<file path="config.mk">
export PLATFORM = sky130hd
export DESIGN_NAME = trail_writer
export DESIGN_NICKNAME = d
export VERILOG_FILES = /design/src/rtl/tron_pkg.sv /design/src/rtl/sync_edge.sv /design/src/rtl/trail_writer.sv
export SDC_FILE = /design/constraint.sdc
export NUM_CORES = 1
export LEC_CHECK = 0
export CAP_MARGIN = 20
export CORE_MARGIN = 4
export CORE_UTILIZATION = 50
export CTS_CLUSTER_DIAMETER = 120
export DETAILED_ROUTE_END_ITERATION = 8
export PLACE_DENSITY = 0.75
export SETUP_SLACK_MARGIN = 0.3
export SLEW_MARGIN = 10
export SYNTH_ARGS = -nofsm -noshare
export SYNTH_HDL_FRONTEND = slang
export SYNTH_HIERARCHICAL = 1
export SYNTH_SLANG_ARGS = --single-unit
</file>
<file path="constraint.sdc">
create_clock -name Clk -period 5.34 [get_ports Clk]
set_input_delay 1.602 -clock Clk [delete_from_list [all_inputs] [get_ports Clk]]
set_output_delay 1.602 -clock Clk [all_outputs]
set_load 0.01 [all_outputs]
</file>
<file path="src/rtl/tron_pkg.sv">
// Shared types and constants for the light-cycle frame buffer writer.
package tron_pkg;

  typedef enum logic [3:0] {
    BG         = 4'h8,
    BLUE_TRAIL = 4'h1,
    RED_TRAIL  = 4'h2,
    BIKE       = 4'hF,
    BLOCKED    = 4'h7
  } color_e;

  localparam int unsigned FB_WORDS  = 153600;
  localparam int unsigned FB_STRIDE = 320;

  typedef enum logic [1:0] {
    CLEAR = 2'd0,
    IDLE  = 2'd1,
    BURST = 2'd2
  } wr_state_e;

  // Both pixel nibbles of a word carry the same colour; the spare nibbles stay zero.
  function automatic logic [15:0] pack_word(input color_e c);
    logic [3:0] n;
    n = c;
    return {4'h0, n, 4'h0, n};
  endfunction

endpackage

</file>
<file path="src/rtl/sync_edge.sv">
// Two-flop synchroniser followed by a registered rising-edge pulse.
module sync_edge (
  input  logic clk_i,
  input  logic rst_i,
  input  logic async_i,
  output logic rise_o
);

  logic meta_q, sync_q, prev_q, rise_q;

  always_ff @(posedge clk_i) begin
    if (rst_i) begin
      meta_q <= 1'b0;
      sync_q <= 1'b0;
      prev_q <= 1'b0;
      rise_q <= 1'b0;
    end else begin
      meta_q <= async_i;
      sync_q <= meta_q;
      prev_q <= sync_q;
      rise_q <= sync_q & ~prev_q;
    end
  end

  assign rise_o = rise_q;

endmodule

</file>
<file path="src/rtl/trail_writer.sv">
// Frame buffer writer: clears video memory after reset, then paints one
// trail cell per live bike on every frame tick through the frameRAM write port.
module trail_writer
  import tron_pkg::*;
#(
  parameter int H_RES      = 640,
  parameter int V_RES      = 480,
  parameter int TRAIL_ROWS = 2
) (
  input  logic        Clk,
  input  logic        Reset,
  input  logic        frame_clk,
  input  logic [9:0]  Blue_X_real,
  input  logic [9:0]  Blue_Y_real,
  input  logic [9:0]  Red_X_real,
  input  logic [9:0]  Red_Y_real,
  input  logic        blue_alive,
  input  logic        red_alive,
  output logic [18:0] write_address,
  output logic [15:0] Data_Out,
  output logic        WE,
  output logic        busy,
  output logic        clear_done
);

  localparam logic [17:0] LAST_WORD = 18'(FB_WORDS - 1);
  localparam logic [2:0]  LAST_SLOT = 3'(2 * TRAIL_ROWS - 1);
  localparam logic [2:0]  ROWS      = 3'(TRAIL_ROWS);

  wr_state_e   state_q, state_d;
  logic [17:0] cnt_q, cnt_d;
  logic [2:0]  slot_q, slot_d;
  logic        pend_q, pend_d;
  logic        done_q, done_d;
  logic        busy_q, busy_d;
  logic        we_q, we_d;
  logic [18:0] addr_q, addr_d;
  logic [15:0] data_q, data_d;
  logic [9:0]  bx_q, by_q, rx_q, ry_q;
  logic        ba_q, ra_q;
  logic        latch_s, load_s, tick_s;

  sync_edge u_frame_sync (
    .clk_i  (Clk),
    .rst_i  (Reset),
    .async_i(frame_clk),
    .rise_o (tick_s)
  );

  // An idle tick emits slot 0 straight from the live inputs so the write lands in T+1.
  assign load_s = (state_q == IDLE) && tick_s;

  logic [2:0]  cur_slot_s, row_s;
  logic        is_red_s, alive_s, slot_we_s;
  logic [9:0]  sx_s, sy_s;
  logic [10:0] yr_s;
  logic [18:0] slot_addr_s;
  logic [15:0] slot_data_s;

  always_comb begin
    cur_slot_s = load_s ? 3'd0 : slot_q;
    is_red_s   = (cur_slot_s >= ROWS);
    row_s      = is_red_s ? (cur_slot_s - ROWS) : cur_slot_s;
    if (is_red_s) begin
      sx_s        = load_s ? Red_X_real : rx_q;
      sy_s        = load_s ? Red_Y_real : ry_q;
      alive_s     = load_s ? red_alive  : ra_q;
      slot_data_s = pack_word(RED_TRAIL);
    end else begin
      sx_s        = load_s ? Blue_X_real : bx_q;
      sy_s        = load_s ? Blue_Y_real : by_q;
      alive_s     = load_s ? blue_alive  : ba_q;
      slot_data_s = pack_word(BLUE_TRAIL);
    end
    yr_s        = {1'b0, sy_s} + {8'b0, row_s};
    slot_addr_s = {10'b0, sx_s[9:1]} + ({8'b0, yr_s} << 8) + ({8'b0, yr_s} << 6);
    slot_we_s   = alive_s && ({1'b0, sx_s} < H_RES[10:0]) && (yr_s < V_RES[10:0]);
  end

  always_comb begin
    state_d = state_q;
    cnt_d   = cnt_q;
    slot_d  = slot_q;
    pend_d  = pend_q;
    done_d  = done_q;
    busy_d  = 1'b0;
    we_d    = 1'b0;
    addr_d  = addr_q;
    data_d  = data_q;
    latch_s = 1'b0;
    case (state_q)
      CLEAR: begin
        we_d   = 1'b1;
        addr_d = {1'b0, cnt_q};
        data_d = pack_word(BG);
        busy_d = 1'b1;
        if (cnt_q == LAST_WORD) begin
          cnt_d  = 18'd0;
          done_d = 1'b1;
          slot_d = 3'd0;
          if (pend_q || tick_s) begin
            latch_s = 1'b1;
            pend_d  = 1'b0;
            state_d = BURST;
          end else begin
            state_d = IDLE;
          end
        end else begin
          cnt_d  = cnt_q + 18'd1;
          pend_d = pend_q | tick_s;
        end
      end
      IDLE: begin
        if (tick_s) begin
          latch_s = 1'b1;
          we_d    = slot_we_s;
          addr_d  = slot_addr_s;
          data_d  = slot_data_s;
          busy_d  = 1'b1;
          slot_d  = 3'd1;
          state_d = BURST;
        end else begin
          state_d = IDLE;
        end
      end
      BURST: begin
        we_d   = slot_we_s;
        addr_d = slot_addr_s;
        data_d = slot_data_s;
        busy_d = 1'b1;
        if (slot_q == LAST_SLOT) begin
          slot_d = 3'd0;
          if (pend_q || tick_s) begin
            latch_s = 1'b1;
            pend_d  = 1'b0;
            state_d = BURST;
          end else begin
            state_d = IDLE;
          end
        end else begin
          slot_d = slot_q + 3'd1;
          pend_d = pend_q | tick_s;
        end
      end
      default: begin
        state_d = CLEAR;
        cnt_d   = 18'd0;
      end
    endcase
  end

  always_ff @(posedge Clk) begin
    if (Reset) begin
      state_q <= CLEAR;
      cnt_q   <= 18'd0;
      slot_q  <= 3'd0;
      pend_q  <= 1'b0;
      done_q  <= 1'b0;
      busy_q  <= 1'b1;
      we_q    <= 1'b0;
      addr_q  <= 19'd0;
      data_q  <= 16'd0;
    end else begin
      state_q <= state_d;
      cnt_q   <= cnt_d;
      slot_q  <= slot_d;
      pend_q  <= pend_d;
      done_q  <= done_d;
      busy_q  <= busy_d;
      we_q    <= we_d;
      addr_q  <= addr_d;
      data_q  <= data_d;
    end
  end

  // Coordinates are frozen for the whole burst so mid-burst motion cannot tear a cell.
  always_ff @(posedge Clk) begin
    if (Reset) begin
      bx_q <= 10'd0;
      by_q <= 10'd0;
      rx_q <= 10'd0;
      ry_q <= 10'd0;
      ba_q <= 1'b0;
      ra_q <= 1'b0;
    end else if (latch_s) begin
      bx_q <= Blue_X_real;
      by_q <= Blue_Y_real;
      rx_q <= Red_X_real;
      ry_q <= Red_Y_real;
      ba_q <= blue_alive;
      ra_q <= red_alive;
    end
  end

  assign write_address = addr_q;
  assign Data_Out      = data_q;
  assign WE            = we_q;
  assign busy          = busy_q;
  assign clear_done    = done_q;

endmodule

</file>
======== Word-level counts from Yosys, hierarchy flattened ========
Index checks and enable logic that the tools add are counted.
word-level totals
  input port bits ......................... 45
  output and inout bits ................... 38
  register bits after elaboration ......... 108
  logic and storage cells ................. 90
cells by class
  muxes and demuxes ....................... 39
  $add $sub $neg .......................... 6
  $lt $le $gt $ge ......................... 3
  equal/unequal tests ..................... 7
  reduce and logical (&&, ||, !) cells .... 13
  bitwise operators ....................... 3
operators by type and width
  operator               count
  $mux 10                7
  $pmux 19 s3            1
  $pmux 16 s3            1
  $pmux 18 s2            1
  $add 19x17->19         1
  $add 9x19->19          1
  $mux 19                1
  $add 18x1->18 const B  1
  $eq 18x18->1 const B   1
  $mux 18                1
  $mux 16                1
  $mux 3                 5
  $add 10x3->11          1
  $lt 11x9->1 const B    1
  $mux 1                 11
  $lt 10x10->1 const B   1
  $pmux 3 s3             1
  $mux 2                 4
  $pmux 1 s3             2
  $pmux 2 s3             1
  $reduce_and 2->1       3
  $ne 2x2->1 const B     2
  $pmux 1 s2             2
  $reduce_or 2->1        2
  other kinds (16)       18

======== Longest topological paths before layout ========
  word-level depth ........................ 10
  gate-level depth with buffers ........... 24
  depth with buffers taken out ............ 21

======== Modules after synthesis ========
Netlist, hierarchy kept.
modules (own cells, without submodules)
  module        instances  area an instance (µm²)  cells an instance  sequential area each (µm²)
  trail_writer  1          5218.8                  662                1781.7
  sync_edge     1          111.4                   8                  80.1

======== Worst setup path after synthesis ========
OpenSTA, ideal clock, no wires.
  path type ............................... input -> register
  start point ............................. input port Blue_Y_real[0]
  end point ............................... register addr_q[16] (netlist: write_address[16])
  setup time .............................. 0.086 ns
  buffers on the path ..................... 0
  path slack .............................. 0.624 ns
  arrival ................................. 4.630 ns
  cell stages on the path ................. 17
  required time ........................... 5.254 ns
  cells stage by stage .................... nand2_1 o21ai_0 ha_1 fa_1 a21o_1 a21oi_1 nor3_1 a211oi_1 a21oi_1 ha_1 ha_1 nand3_1 o2111ai_1 a31o_2 a211oi_1 or3_1 a211oi_1
between the ends
  longest elaborated chain between the ends .. 7
RTL lines
  item                  line                 source
  from (decl)           trail_writer.sv:14   input logic [9:0] Blue_Y_real,
  $mux 10 *             trail_writer.sv:71   sy_s = load_s ? Blue_Y_real : by_q;
  $mux 10 *             trail_writer.sv:64   if (is_red_s) begin
  $add 10x3->11 *       trail_writer.sv:75   yr_s = {1'b0, sy_s} + {8'b0, row_s};
  $add 9x19->19         trail_writer.sv:76   slot_addr_s = {10'b0, sx_s[9:1]} + ({8'b0, yr_s} << 8) + ({8'b0, yr_s} << 6);
  $add 19x17->19 *      trail_writer.sv:76
  $mux 19               trail_writer.sv:114  if (tick_s) begin
  $pmux 19 s3 *         trail_writer.sv:91   case (state_q)
  to (signal assigned)  trail_writer.sv:171  addr_q <= addr_d;
  to (decl)             trail_writer.sv:37   logic [18:0] addr_q, addr_d;
Every way passes the cells marked *; elsewhere a longest branch is shown, timed or not. The select of a mux whose other input is x is not followed.
A chain may end at the register's enable or synchronous reset.

======== Worst setup path after layout ========
  start point ............................. input port Blue_Y_real[2]
  end point ............................... register addr_q[18] (netlist: write_address[18])
Same word-level chain as after synthesis.

==> results.json <==
{
  "run_status": "complete, no violations",
  "drtPass1Iterations": 5,
  "wl_per_cell_microns": 15.3,
  "ir_drop_mv": 0.176,
  "crit_arrival_ns": 5.19,
  "initial_core_util": 0.514,
  "cts_buffers": 9,
  "placed_cells": 853,
  "cp-start-kind": "input pin",
  "drc": 0,
  "finalNetCount": 804,
  "syn_area_sq_mm": 0.00533,
  "critical_path.max_stage_delay_ns": 0.48,
  "period_share": 0.919,
  "worstSkewPairLatency_ns": 0.36,
  "worst-path-buf-inv": 1,
  "via_per_inst": 5.62,
  "synth-edff-count": 0,
  "drtAntennaViolNets": 0,
  "setup_viol": 0,
  "worst-slew-pin-transition_ns": 0.932,
  "antenna_found_initial": 0,
  "drv_slew": 0,
  "cts_sinks": 93,
  "vias": 4887,
  "drive_above_1_share": 0.119,
  "core_sq_mm": 0.0104,
  "cts-htree-levels": 3,
  "min_to": "u_frame_sync/rise_o",
  "setup_ws_ns": 0.431,
  "routed_wl_mm": 13.3,
  "synth_seq_cells": 93,
  "hp-start": "u_frame_sync/prev_q",
  "cts.clk_slew.worst_paths_ns": 0.09,
  "io_buffers": 70,
  "rr_startpoint": "state_q[1]",
  "leakagePower_uw": 0.00249,
  "layoutNonFillerInstCount": 870,
  "whs_path_depth": 1,
  "path_cells": "clkdlybuf4s50_1 > nand2_1 > o21ai_1 > ha_1 > a21o_4 > and3_1 > nor3_2 > a211oi_2 > a21oi_2 > ha_4 > ha_4 > nand3_4 > o2111ai_4 > nand2_2 > o211ai_1 > o32ai_2 > a21boi_2 > o211ai_1",
  "clock_path_buffers": 2,
  "cts_hold_buf": 0,
  "end_kind": "register",
  "pre_cts_ws_ns": -0.346,
  "tns_ns": 0,
  "rows": 37,
  "power_density_mw_per_mm2": 222,
  "rsz0062_at_grt": "no",
  "finalHoldViolCount": 0,
  "cap_violations": 0,
  "drt_iter0_drc": 263,
  "hold-worst-slack_ns": 0.425,
  "rr_worst_depth": 20,
  "cts_tree": "done",
  "relSlewSlack": 0.379,
  "die-area_sq_mm": 0.0124,
  "grt_pass1_vias": 4605,
  "die_h_microns": 111,
  "dp_hpwl_mm": 9.43,
  "grt_max_degree": 64,
  "area_growth_pct": 22.5,
  "fmax_mhz": 204,
  "fp.dieW_microns": 111,
  "grt_pass1_wl_mm": 21.1,
  "cp_top_family": "compound AO/OA/AOI/OAI gates",
  "antenna_cells": 0,
  "critical-path-slowest-cell": "clkdlybuf4s50_1",
  "pin_count": 83,
  "worstPathRequired_ns": 5.63,
  "reg2reg_setup_slack_ns": 0.70,
  "path_max_fanout": 5,
  "fin_area_sq_mm": 0.00653,
  "place_congestion": 0.876,
  "skew_ns": 0.00686,
  "yosysSeqAreaShare": 0.349,
  "synth_ff_type": "dfxtp_1",
  "r2r-end": "write_address[18]",
  "critPathKind": "in2reg",
  "grt_usage": 0.203,
  "async_flop_share": 0,
  "postSynthAreaPerCell_sq_um": 7.96,
  "synth_warnings": 6,
  "fin_crit_ns": 4.91,
  "gr-total-overflow": 0,
  "min_path_type": "reg2reg",
  "root_buffer": "clkbuf_8",
  "syn_inst": 670,
  "placed_cell_area_sq_mm": 0.00612,
  "synthDistinctLibCells": 66
}
## sequential cells by signal, indices dropped and copies added (netlist names), 3 cells and up
name,count
write_address,19
ry_q,10
bx_q,9
cnt_q,18
by_q,10
rx_q,9
Data_Out,3
slot_q,3
## cell type report
| class | instances | area [sq um] |
|---|---|---|
| Fill cell | 909 | 3840 |
| Multi-Input combinational cell | 515 | 3370 |
| Sequential cell | 93 | 1860 |
| Timing Repair Buffer | 94 | 878 |
| Tap cell | 136 | 170 |
| Clock buffer | 12 | 135 |
| Inverter | 17 | 63.8 |
| Clock inverter | 3 | 46.3 |
## routing by layer
metal / vias up / routed length (microns) / GRT usage / part of all wire
met4: 0 / 218 / 0.0608 / 0.016
met5: - / 0 / 0 / 0
li1: 2403 / - / - / -
met1: 2310 / 5730 / 0.250 / 0.43
met2: 146 / 6670 / 0.358 / 0.50
met3: 28 / 693 / 0.0371 / 0.052
## power breakdown
group / switching (uW) / internal, uW / total [uW]
Combinational: 130 / 114 / 244
Clock: 245 / 217 / 462
Sequential: 23.3 / 721 / 745
Total: 399 / 1050 / 1450
## logic make-up after synthesis
group                      synth area share
adders and majority gates            0.0723
and+or+nand+nor                       0.235
DFF                                   0.349
other                              0.000704
buffers and inverters                0.0653
xor gates and xnor gates             0.0585
muxes                                0.0282
AOI/OAI and AO/OA                     0.191
## how the worst max path moves through the flow
stage	start	endpoint	slack [ns]	cells after the start
after floorplan	Blue_Y_real[0]	write_address[16]	0.62	17
after global placement	Blue_Y_real[0]	write_address[18]	-0.23	19
after detailed placement	Blue_Y_real[0]	write_address[18]	-0.35	19
after CTS	Blue_Y_real[0]	write_address[18]	0.30	19
after global routing	Blue_Y_real[2]	write_address[17]	0.23	17
final	Blue_Y_real[2]	write_address[18]	0.43	18
## through the flow
stage,total power (uW),util
4_1_cts,1450,0.616
2_1_floorplan,899,-
5_1_grt,1510,0.629
3_3_place_gp,992,0.590
3_5_place_dp,1000,0.590
6_report,1450,0.629
## synth_stat cells (all sizes together), types with 4 or more instances
library cell	number	area [sq um]
nand2	127	477
dfxtp	93	1860
a21oi	72	360
nor2	63	239
clkbuf	32	120
ha	26	325
o21ai	23	115
buf	22	164
a211oi	18	140
xnor2	18	158
inv	17	63.8
mux2i	15	150
xor2	15	131
nand3	12	60.1
and3	10	62.6
nor3	10	50.1
o211ai	10	75.1
a311oi	7	67.6
nor2b	7	46.3
o21a	7	52.6
and2	5	33.8
nand3b	5	37.5
nor3b	5	42.5
nand2b	4	25.0
nand4	4	25.0
or2	4	27.5
## what timing repair did
action,in CTS,in global routing
gates resized for setup,17,25
setup endpoints to repair,6,6
pin swaps,6,16
endpoints found under the hold margin,0,0
buffers inserted,1,1
## layout by cell type (no fill, tap or decap), types with 3 or more instances in the layout
| cell type | synthesis | layout |
|---|---|---|
| buf_4 | 13 | 24 |
| ha_2 | 0 | 3 |
| a211oi_1 | 17 | 16 |
| inv_1 | 16 | 16 |
| a21oi_2 | 0 | 3 |
| nor2b_1 | 6 | 6 |
| nand2b_1 | 4 | 4 |
| nand3b_1 | 5 | 5 |
| clkdlybuf4s50_1 | 0 | 68 |
| conb_1 | 1 | 10 |
| a21oi_1 | 72 | 69 |
| clkbuf_1 | 32 | 3 |
| nand4_1 | 4 | 4 |
| and2_1 | 4 | 4 |
| xor2_1 | 15 | 14 |
| nor2_1 | 62 | 61 |
| dfxtp_1 | 93 | 93 |
| xnor2_2 | 0 | 4 |
| ha_1 | 26 | 20 |
| xnor2_1 | 18 | 14 |
| o21ai_2 | 0 | 4 |
| a311oi_1 | 6 | 6 |
| nor3b_1 | 4 | 4 |
| o211ai_1 | 10 | 10 |
| nand3_1 | 12 | 11 |
| o21a_1 | 7 | 7 |
| nor3_2 | 0 | 3 |
| ha_4 | 0 | 3 |
| nor3_1 | 10 | 6 |
| nand2_1 | 127 | 126 |
| clkbuf_8 | 0 | 9 |
| mux2i_1 | 15 | 15 |
| o21ai_0 | 22 | 17 |
| and3_1 | 10 | 10 |
## worst register-to-register path: cells and delay by family (launching register included)
family	cells	cell delay, ns
compound gates	8	1.51
fa+ha+maj	5	1.48
simple gates	6	1.16
flops	1	0.35
buf+inv	1	0.09
Note: power is estimated with default switching activity, not from simulation.
